$ cat config.mk
export PLATFORM = sky130hd
export DESIGN_NAME = tick_meter
export DESIGN_NICKNAME = d
export VERILOG_FILES = /design/src/rtl/tick_meter.sv
export SDC_FILE = /design/constraint.sdc
export NUM_CORES = 1
export LEC_CHECK = 0
export BUFFER_PORTS_ARGS = -buffer_cell sky130_fd_sc_hd__buf_2
export CORE_MARGIN = 4
export CORE_UTILIZATION = 35
export CTS_BUF_LIST = sky130_fd_sc_hd__clkbuf_8
export DETAILED_ROUTE_END_ITERATION = 10
export HOLD_SLACK_MARGIN = 0.06
export SYNTH_ARGS = -nofsm -noshare
export SYNTH_HDL_FRONTEND = slang
export SYNTH_SLANG_ARGS = --single-unit
export TNS_END_PERCENT = 1
$ cat constraint.sdc
create_clock -name clk_in -period 2.65 [get_ports clk_in]
set_clock_uncertainty 0.05 [all_clocks]
set_input_delay 0.6625 -clock clk_in [delete_from_list [all_inputs] [get_ports clk_in]]
set_output_delay 0.6625 -clock clk_in [all_outputs]
set_load 0.005 [all_outputs]
$ cat src/rtl/tick_meter.sv
// Period meter for an asynchronous tick input: synchronizes sig_in, measures clk_in cycles
// between rising edges, averages 2^AVG_LOG2 periods and hands results out over valid/ready.
module tick_meter #(
    parameter int CNT_W         = 32,
    parameter int TIMEOUT_TICKS = 1000000,
    parameter int AVG_LOG2      = 0
) (
    input  logic             clk_in,
    input  logic             rst_n,
    input  logic             sig_in,
    input  logic             enable,
    input  logic             ready,
    output logic             valid,
    output logic [CNT_W-1:0] period,
    output logic             timeout,
    output logic             overrun
);

    localparam int               ACC_W = CNT_W + AVG_LOG2;
    localparam logic [CNT_W-1:0] TMO   = CNT_W'(TIMEOUT_TICKS);
    localparam logic [4:0]       NSAMP = 5'(1 << AVG_LOG2);

    typedef enum logic [1:0] {IDLE, ARM, MEASURE} state_t;

    state_t             r_state;
    state_t             w_next;
    logic               r_sync1;
    logic               r_sync2;
    logic               r_sync3;
    logic               r_edge;
    logic [CNT_W-1:0]   r_cnt;
    logic [ACC_W-1:0]   r_acc;
    logic [4:0]         r_samp;
    logic               r_valid;
    logic [CNT_W-1:0]   r_period;
    logic               r_timeout;
    logic               r_overrun;

    logic               w_tmo;
    logic               w_meas_edge;
    logic [ACC_W-1:0]   w_sum;
    logic [4:0]         w_samp_inc;
    logic               w_done;
    logic               w_load;
    logic [CNT_W-1:0]   w_result;

    // Two synchronizer flops, then a registered rising-edge detector (pulse 3 cycles after sig_in rises)
    always_ff @(posedge clk_in or negedge rst_n) begin
        if (!rst_n) begin
            r_sync1 <= 1'b0;
            r_sync2 <= 1'b0;
            r_sync3 <= 1'b0;
            r_edge  <= 1'b0;
        end else begin
            r_sync1 <= sig_in;
            r_sync2 <= r_sync1;
            r_sync3 <= r_sync2;
            r_edge  <= r_sync2 & ~r_sync3;
        end
    end

    always_ff @(posedge clk_in or negedge rst_n) begin
        if (!rst_n) r_state <= IDLE;
        else        r_state <= w_next;
    end

    always_comb begin
        w_next = r_state;
        case (r_state)
            IDLE:    if (enable) w_next = ARM;
            ARM: begin
                if (!enable)     w_next = IDLE;
                else if (r_edge) w_next = MEASURE;
            end
            MEASURE: begin
                if (!enable)     w_next = IDLE;
                else if (w_tmo)  w_next = ARM;
            end
            default:             w_next = IDLE;
        endcase
    end

    // An edge in the same cycle as the timeout count always wins
    always_comb begin
        w_tmo       = enable && (r_state != IDLE) && !r_edge && (r_cnt == TMO);
        w_meas_edge = enable && (r_state == MEASURE) && r_edge;
        w_sum       = r_acc + ACC_W'(r_cnt);
        w_samp_inc  = r_samp + 5'd1;
        w_done      = w_meas_edge && (w_samp_inc == NSAMP);
        w_load      = w_done || w_tmo;
        w_result    = w_tmo ? '0 : CNT_W'(w_sum >> AVG_LOG2);
    end

    always_ff @(posedge clk_in or negedge rst_n) begin
        if (!rst_n) begin
            r_cnt  <= '0;
            r_acc  <= '0;
            r_samp <= '0;
        end else if (!enable || r_state == IDLE) begin
            r_cnt  <= '0;
            r_acc  <= '0;
            r_samp <= '0;
        end else if (r_edge) begin
            r_cnt <= CNT_W'(1);
            if (w_meas_edge && !w_done) begin
                r_acc  <= w_sum;
                r_samp <= w_samp_inc;
            end else begin
                r_acc  <= '0;
                r_samp <= '0;
            end
        end else if (w_tmo) begin
            r_cnt  <= '0;
            r_acc  <= '0;
            r_samp <= '0;
        end else begin
            r_cnt <= r_cnt + CNT_W'(1);
        end
    end

    // A load into an unaccepted result marks overrun; a handshake consumes the result
    always_ff @(posedge clk_in or negedge rst_n) begin
        if (!rst_n) begin
            r_valid   <= 1'b0;
            r_period  <= '0;
            r_timeout <= 1'b0;
            r_overrun <= 1'b0;
        end else if (w_load) begin
            r_valid   <= 1'b1;
            r_period  <= w_result;
            r_timeout <= w_tmo;
            if (r_valid && !ready)     r_overrun <= 1'b1;
            else if (r_valid && ready) r_overrun <= 1'b0;
        end else if (r_valid && ready) begin
            r_valid   <= 1'b0;
            r_overrun <= 1'b0;
        end
    end

    assign valid   = r_valid;
    assign period  = r_period;
    assign timeout = r_timeout;
    assign overrun = r_overrun;

endmodule

== Yosys cells after proc, flatten, opt, wreduce, memory -nomap -nowiden ==
Cells that the tools add are included.
Widths: inputs -> output; s select.
Storage, ports and cells
  register bits: 110
  latch bits: 0
  bits in writable memories: 0
  memory bits (read-only): 0
  input bits: 5
  output and inout port bits: 35
  logic and storage cells: 67
  memories: 0
Cells by class
  add/sub/neg operators: 3
  multiply operators: 0
  divide/modulo/power cells: 0
  $lt $le $gt $ge: 0
  eq/ne operators: 7
  shift operators: 0
  multiplexer cells: 23
  bitwise logic cells: 2
  reduce and logical (&&, ||, !) cells: 20
Operators with widths (number)
  $mux 32: 8
  $add 32x1->32 const B: 1
  $add 32x32->32: 1
  $eq 32x20->1 const B: 1
  $mux 5: 4
  $mux 2: 5
  $logic_and 1x1->1: 9
  $ne 3x3->1 const B: 2
  $pmux 2 s3: 1
  $add 5x1->5 const B: 1
  $eq 5x1->1 const B: 1
  $mux 1: 5
  $logic_not 1->1: 4
  $reduce_bool 2->1: 2
  $reduce_and 3->1: 1
  $reduce_bool 3->1: 1
  $eq 2x1->1 const B: 1
  $eq 2x2->1 const B: 1
  $logic_not 2->1: 1
  $logic_or 1x1->1: 2
  $ne 2x2->1 const B: 1
  $and 1x1->1: 1
  $not 1->1: 1

== Depth between registers and ports, before layout ==
  word-level depth: 9
  depth in mapped cells: 12
  depth with buffers taken out: 12

== Least setup slack after synthesis ==
OpenSTA, ideal clock, no wires.
  path type: reg2reg
  from: register r_cnt[2]
  to: register r_period[29], in the netlist period[29]
  setup time: 0.130 ns
  arrival time: 2.406 ns
  required time: 2.470 ns
  setup slack: 0.065 ns
  cell stages (with the launch flop): 11
  buffers on the path: 0
  period minus slack after synthesis: 2.585 ns
  path through: dfrtp_1 ha_1 o211ai_1 o21bai_4 o21ba_4 a21oi_2 a211oi_2 or3b_4 a31oi_4 xor2_1 o21ai_1
Between the ends
  longest elaborated chain between the ends: 3
  elaborated cells between the ends (all ways): 5
  those cells by class: add/sub: 1; eq/ne: 1; mux: 1; reduce/logical: 2
RTL lines
  from (decl): line 31  | logic [CNT_W-1:0] r_cnt;
  from (signal assigned): line 117  | r_cnt <= r_cnt + CNT_W'(1);
  parallel branches: the longest is 3 deep, another holds $add 32x32->32
  to (signal assigned): line 130  | r_period <= w_result;
  to (decl): line 35  | logic [CNT_W-1:0] r_period;
Several ways; the timed one is not identified.
A chain may end at the register's enable or synchronous reset.

== Worst setup path after layout ==
  from: register r_cnt[13]
  to: register r_period[30], in the netlist period[30]
Same word-level chain as after synthesis.

==> results_dict.tcl <==
set metrics [dict create \
    postRouteWirelength_um 15100 \
    worst_setup_path_endpoint "period[30]$_DFFE_PN0N_" \
    grt_pass1_vias 5196 \
    max-clock-path-buffers 2 \
    synth.area.top_cells "dfrtp_1, ha_1, o21ai_0" \
    detail_route.wl_per_cell_um 15.2 \
    syn_area_per_cell_um2 9.46 \
    dpl.cell_count 973 \
    synthCells 659 \
    worst_path_largest_cell_delay_ns 0.41 \
    drt_pre_antenna_iters 4 \
    finalNetCount 804 \
    path_clk_slew_ns 0.11 \
    cts-hold-fix-buffers 0 \
    grt_first_pass_wirelength_um 26200 \
    cts_tree "done" \
    layout_worst_path_cycle_share_pct 101 \
    utilization_pct 44.2 \
    synth-warning-count 0 \
    path_class "reg2reg" \
    terminus_of_the_critical_flop_to_flop_path "period[30]$_DFFE_PN0N_" \
    floorplan.die_area_um2 20000 \
    leakagePower_uw 0.00355 \
    overflow_after_grt 0 \
    power_density_nw_per_um2 377 \
    area_growth_pct 23.2 \
    cp_data_required_time_ns 2.88 \
    setup_viol 4 \
    grt_antenna_before_repair 0 \
    final.fill_count 1726 \
    worst-path-max-fanout 5 \
    boundaryPins 40 \
    drt_first_iter_violations 278 \
    clock_latency_ns 0.40 \
    cpMostUsedCell "a21oi_4" \
    layout.cells.non_filler 993 \
    layout_min_cycle_time_ns 2.68 \
    hold_removal_path_class "in2async" \
    synth_cell_types 63 \
    busiest_metal_layer_after_global_routing "met2" \
    crit-reg2reg-launch "r_cnt[13]$_DFF_PN0_" \
    finalMaxSlewViolations 0 \
    cts_made_buffers 9 \
    drt.antenna.violating_nets 0 \
    timing.critical_path.from "r_cnt[13]$_DFF_PN0_" \
    grt_max_degree 38 \
    hpwlAfterDp_um 11100 \
    die_h_um 141 \
    timing.final.hold_violations 0 \
    post_drt_via_cell_ratio 5.04 \
    crit_path_cell_trace "ha_1, a21oi_4, o21ai_2, a31oi_4, and3_1, a21oi_4, a221o_1, a221oi_2, xor2_1, o21ai_1" \
    diodes 0 \
    numClockSinks 110 \
    endpoint_kind "flop" \
    dr_total_vias 5003 \
    setup_ws_ns -0.0287 \
    r2r.worst_path.cells 10 \
    max_clock_freq_mhz 373 \
    global_route.usage.met2_pct 25.7 \
    run_status "complete, but fails checks" \
    post_synthesis_register_bit_count 110 \
    synth-edff-count 0 \
    failing_checks "setup timing" \
    remaining_drc_errors 0 \
    setup.reg_to_reg.worst_slack_ns -0.03 \
    place_congestion 0.861 \
    synth_largest_area_cell "dfrtp_1" \
    placeableCoreArea_um2 17400 \
    max-slew-margin-rel_pct 58.8 \
    htree_levels 3 \
    share_of_post_route_cells_with_drive_strength_above_1_pct 25.0 \
    die_width_um 141 \
    placementRows 48 \
    synthArstFlopShare_pct 100 \
    cp.arrival_ns 2.91 \
    crit_path_start_kind "flop" \
    unrepaired_setup_endpoints_after_global_routing "yes" \
    clock_root_buffer "clkbuf_8" \
    post-synth-top-area-fraction_pct 44.2 \
    portion_of_the_post_synthesis_area_used_by_sequential_elements_pct 44.2 \
    place.port_buffers 39 \
    worst_tran_pin_value_ns 0.615 \
    post_synth_instance_area_um2 6230 \
    timing.critical_path.slowest_stage_cell "dfrtp_1" \
    ir_worst_vdd_v 0.000199 \
    grtUsageTotal_pct 15.9 \
    grt_util_met3_pct 2.56 \
    yosys_most_used_dff "dfrtp_1" \
    maxCapViolCount 0 \
    synth_nets 700 \
    floorplan.initialDensity_pct 35.9 \
    grt.met1_usage_pct 21.9 \
]
[kinds of logic after synthesis]
logic type / synth area share (%)
buffers and inverters: 3.01
and+or+nand+nor: 19.1
adders and majority gates: 7.34
DFF: 44.2
xor gates and xnor gates: 7.87
AOI/OAI and AO/OA: 18.5
[metal layers]
metal  wire [µm]  vias to the layer above
li1            -                     2556
met1        7340                     2382
met2        7140                       47
met3         389                       18
met4         256                        0
met5           0                        -
[placed cells by master (no fill, tap or decap), types with 3 or more instances in the layout]
cell type,count
a21oi_2,3
a21o_1,19
xnor2_1,21
nand3_1,50
o22ai_1,3
o211ai_1,3
xnor2_2,3
buf_12,3
buf_2,38
xor2_1,32
nor4_1,4
buf_4,80
nor2b_1,5
a21oi_4,3
a211oi_2,5
inv_1,16
a21oi_1,29
nor3_1,4
and3_1,6
dfrtp_1,109
nand2_1,68
clkbuf_8,11
a22o_1,3
nor2_1,43
nor3_2,4
a31oi_4,3
and4_1,3
o21ai_0,67
o31ai_1,3
and2_1,4
o21bai_1,5
or3_1,6
nand4_1,11
o21ai_1,17
ha_1,28
ha_4,6
nand2b_1,7
[worst max-delay path: cells and delay by family, from the launching register on]
kind / cells / cell delay, ns
AO/OA/AOI/OAI: 7 / 1.27
XOR/XNOR: 1 / 0.22
adder cells (fa/ha/maj): 1 / 0.39
AND/OR/NAND/NOR: 1 / 0.23
flip-flops: 1 / 0.41
[through the flow]
stage / worst slack (ns) / total power [µW] / setup TNS [ns] / instance area [µm²] / hold slack (ns)
3_5_place_dp: -0.161 / 1830 / -0.956 / 7210 / 0.292
5_1_grt: -0.210 / 3010 / -1.73 / 7680 / 0.145
2_1_floorplan: 0.0645 / 1760 / 0 / 6230 / 0.281
3_3_place_gp: -0.197 / 1830 / -0.587 / 7210 / 0.292
4_1_cts: -0.0314 / 2950 / -0.0951 / 7530 / 0.122
6_report: -0.0287 / 2900 / -0.0713 / 7680 / 0.131
[timing repair]
action | in CTS | in global routing
endpoints found under the setup margin | 18 | 39
gates resized for setup | 15 | 28
buffers inserted | 2 | 2
pin swaps | 6 | 15
[power breakdown]
part / internal, µW / switching, µW
logic: 31.8 / 72.5
registers: 1690 / 7.12
clock network: 490 / 610
[flip-flops by register name, indices dropped and copies added (netlist names), 2 cells and up, named ones only]
name     count
period      32
r_acc       32
r_cnt       32
r_samp       5
r_state      2
[how the worst min path moves through the flow]
stage	cells after the start	slack, ns	to	from
after detailed placement	0	0.29	r_sync2$_DFF_PN0_	r_sync1$_DFF_PN0_
final	1	0.13	period[4]$_DFFE_PN0N_	rst_n
after global routing	1	0.14	period[4]$_DFFE_PN0N_	rst_n
after global placement	0	0.29	r_sync2$_DFF_PN0_	r_sync1$_DFF_PN0_
after floorplan	0	0.28	r_sync2$_DFF_PN0_	r_sync1$_DFF_PN0_
after CTS	1	0.12	period[4]$_DFFE_PN0N_	rst_n
[final cells by class]
class / instances / area (µm²) / area share (%)
Sequential cell: 110 / 2750 / 35.9
Inverter: 16 / 60.1 / 0.782
Clock buffer: 11 / 151 / 1.97
Multi-Input combinational cell: 505 / 3520 / 45.9
Tap cell: 225 / 282 / 3.67
Timing Repair Buffer: 121 / 851 / 11.1
Clock inverter: 5 / 56.3 / 0.733
[cell usage after synthesis, drive strengths merged (9+ instances only)]
| library cell | instances |
|---|---|
| ha | 35 |
| nand3 | 50 |
| xor2 | 32 |
| buf | 9 |
| o21ai | 86 |
| nand4 | 13 |
| dfrtp | 110 |
| clkbuf | 19 |
| nand2 | 68 |
| a21o | 19 |
| xnor2 | 24 |
| nor2 | 44 |
| a21oi | 35 |
| inv | 16 |
(Power assumes the default switching activity.)
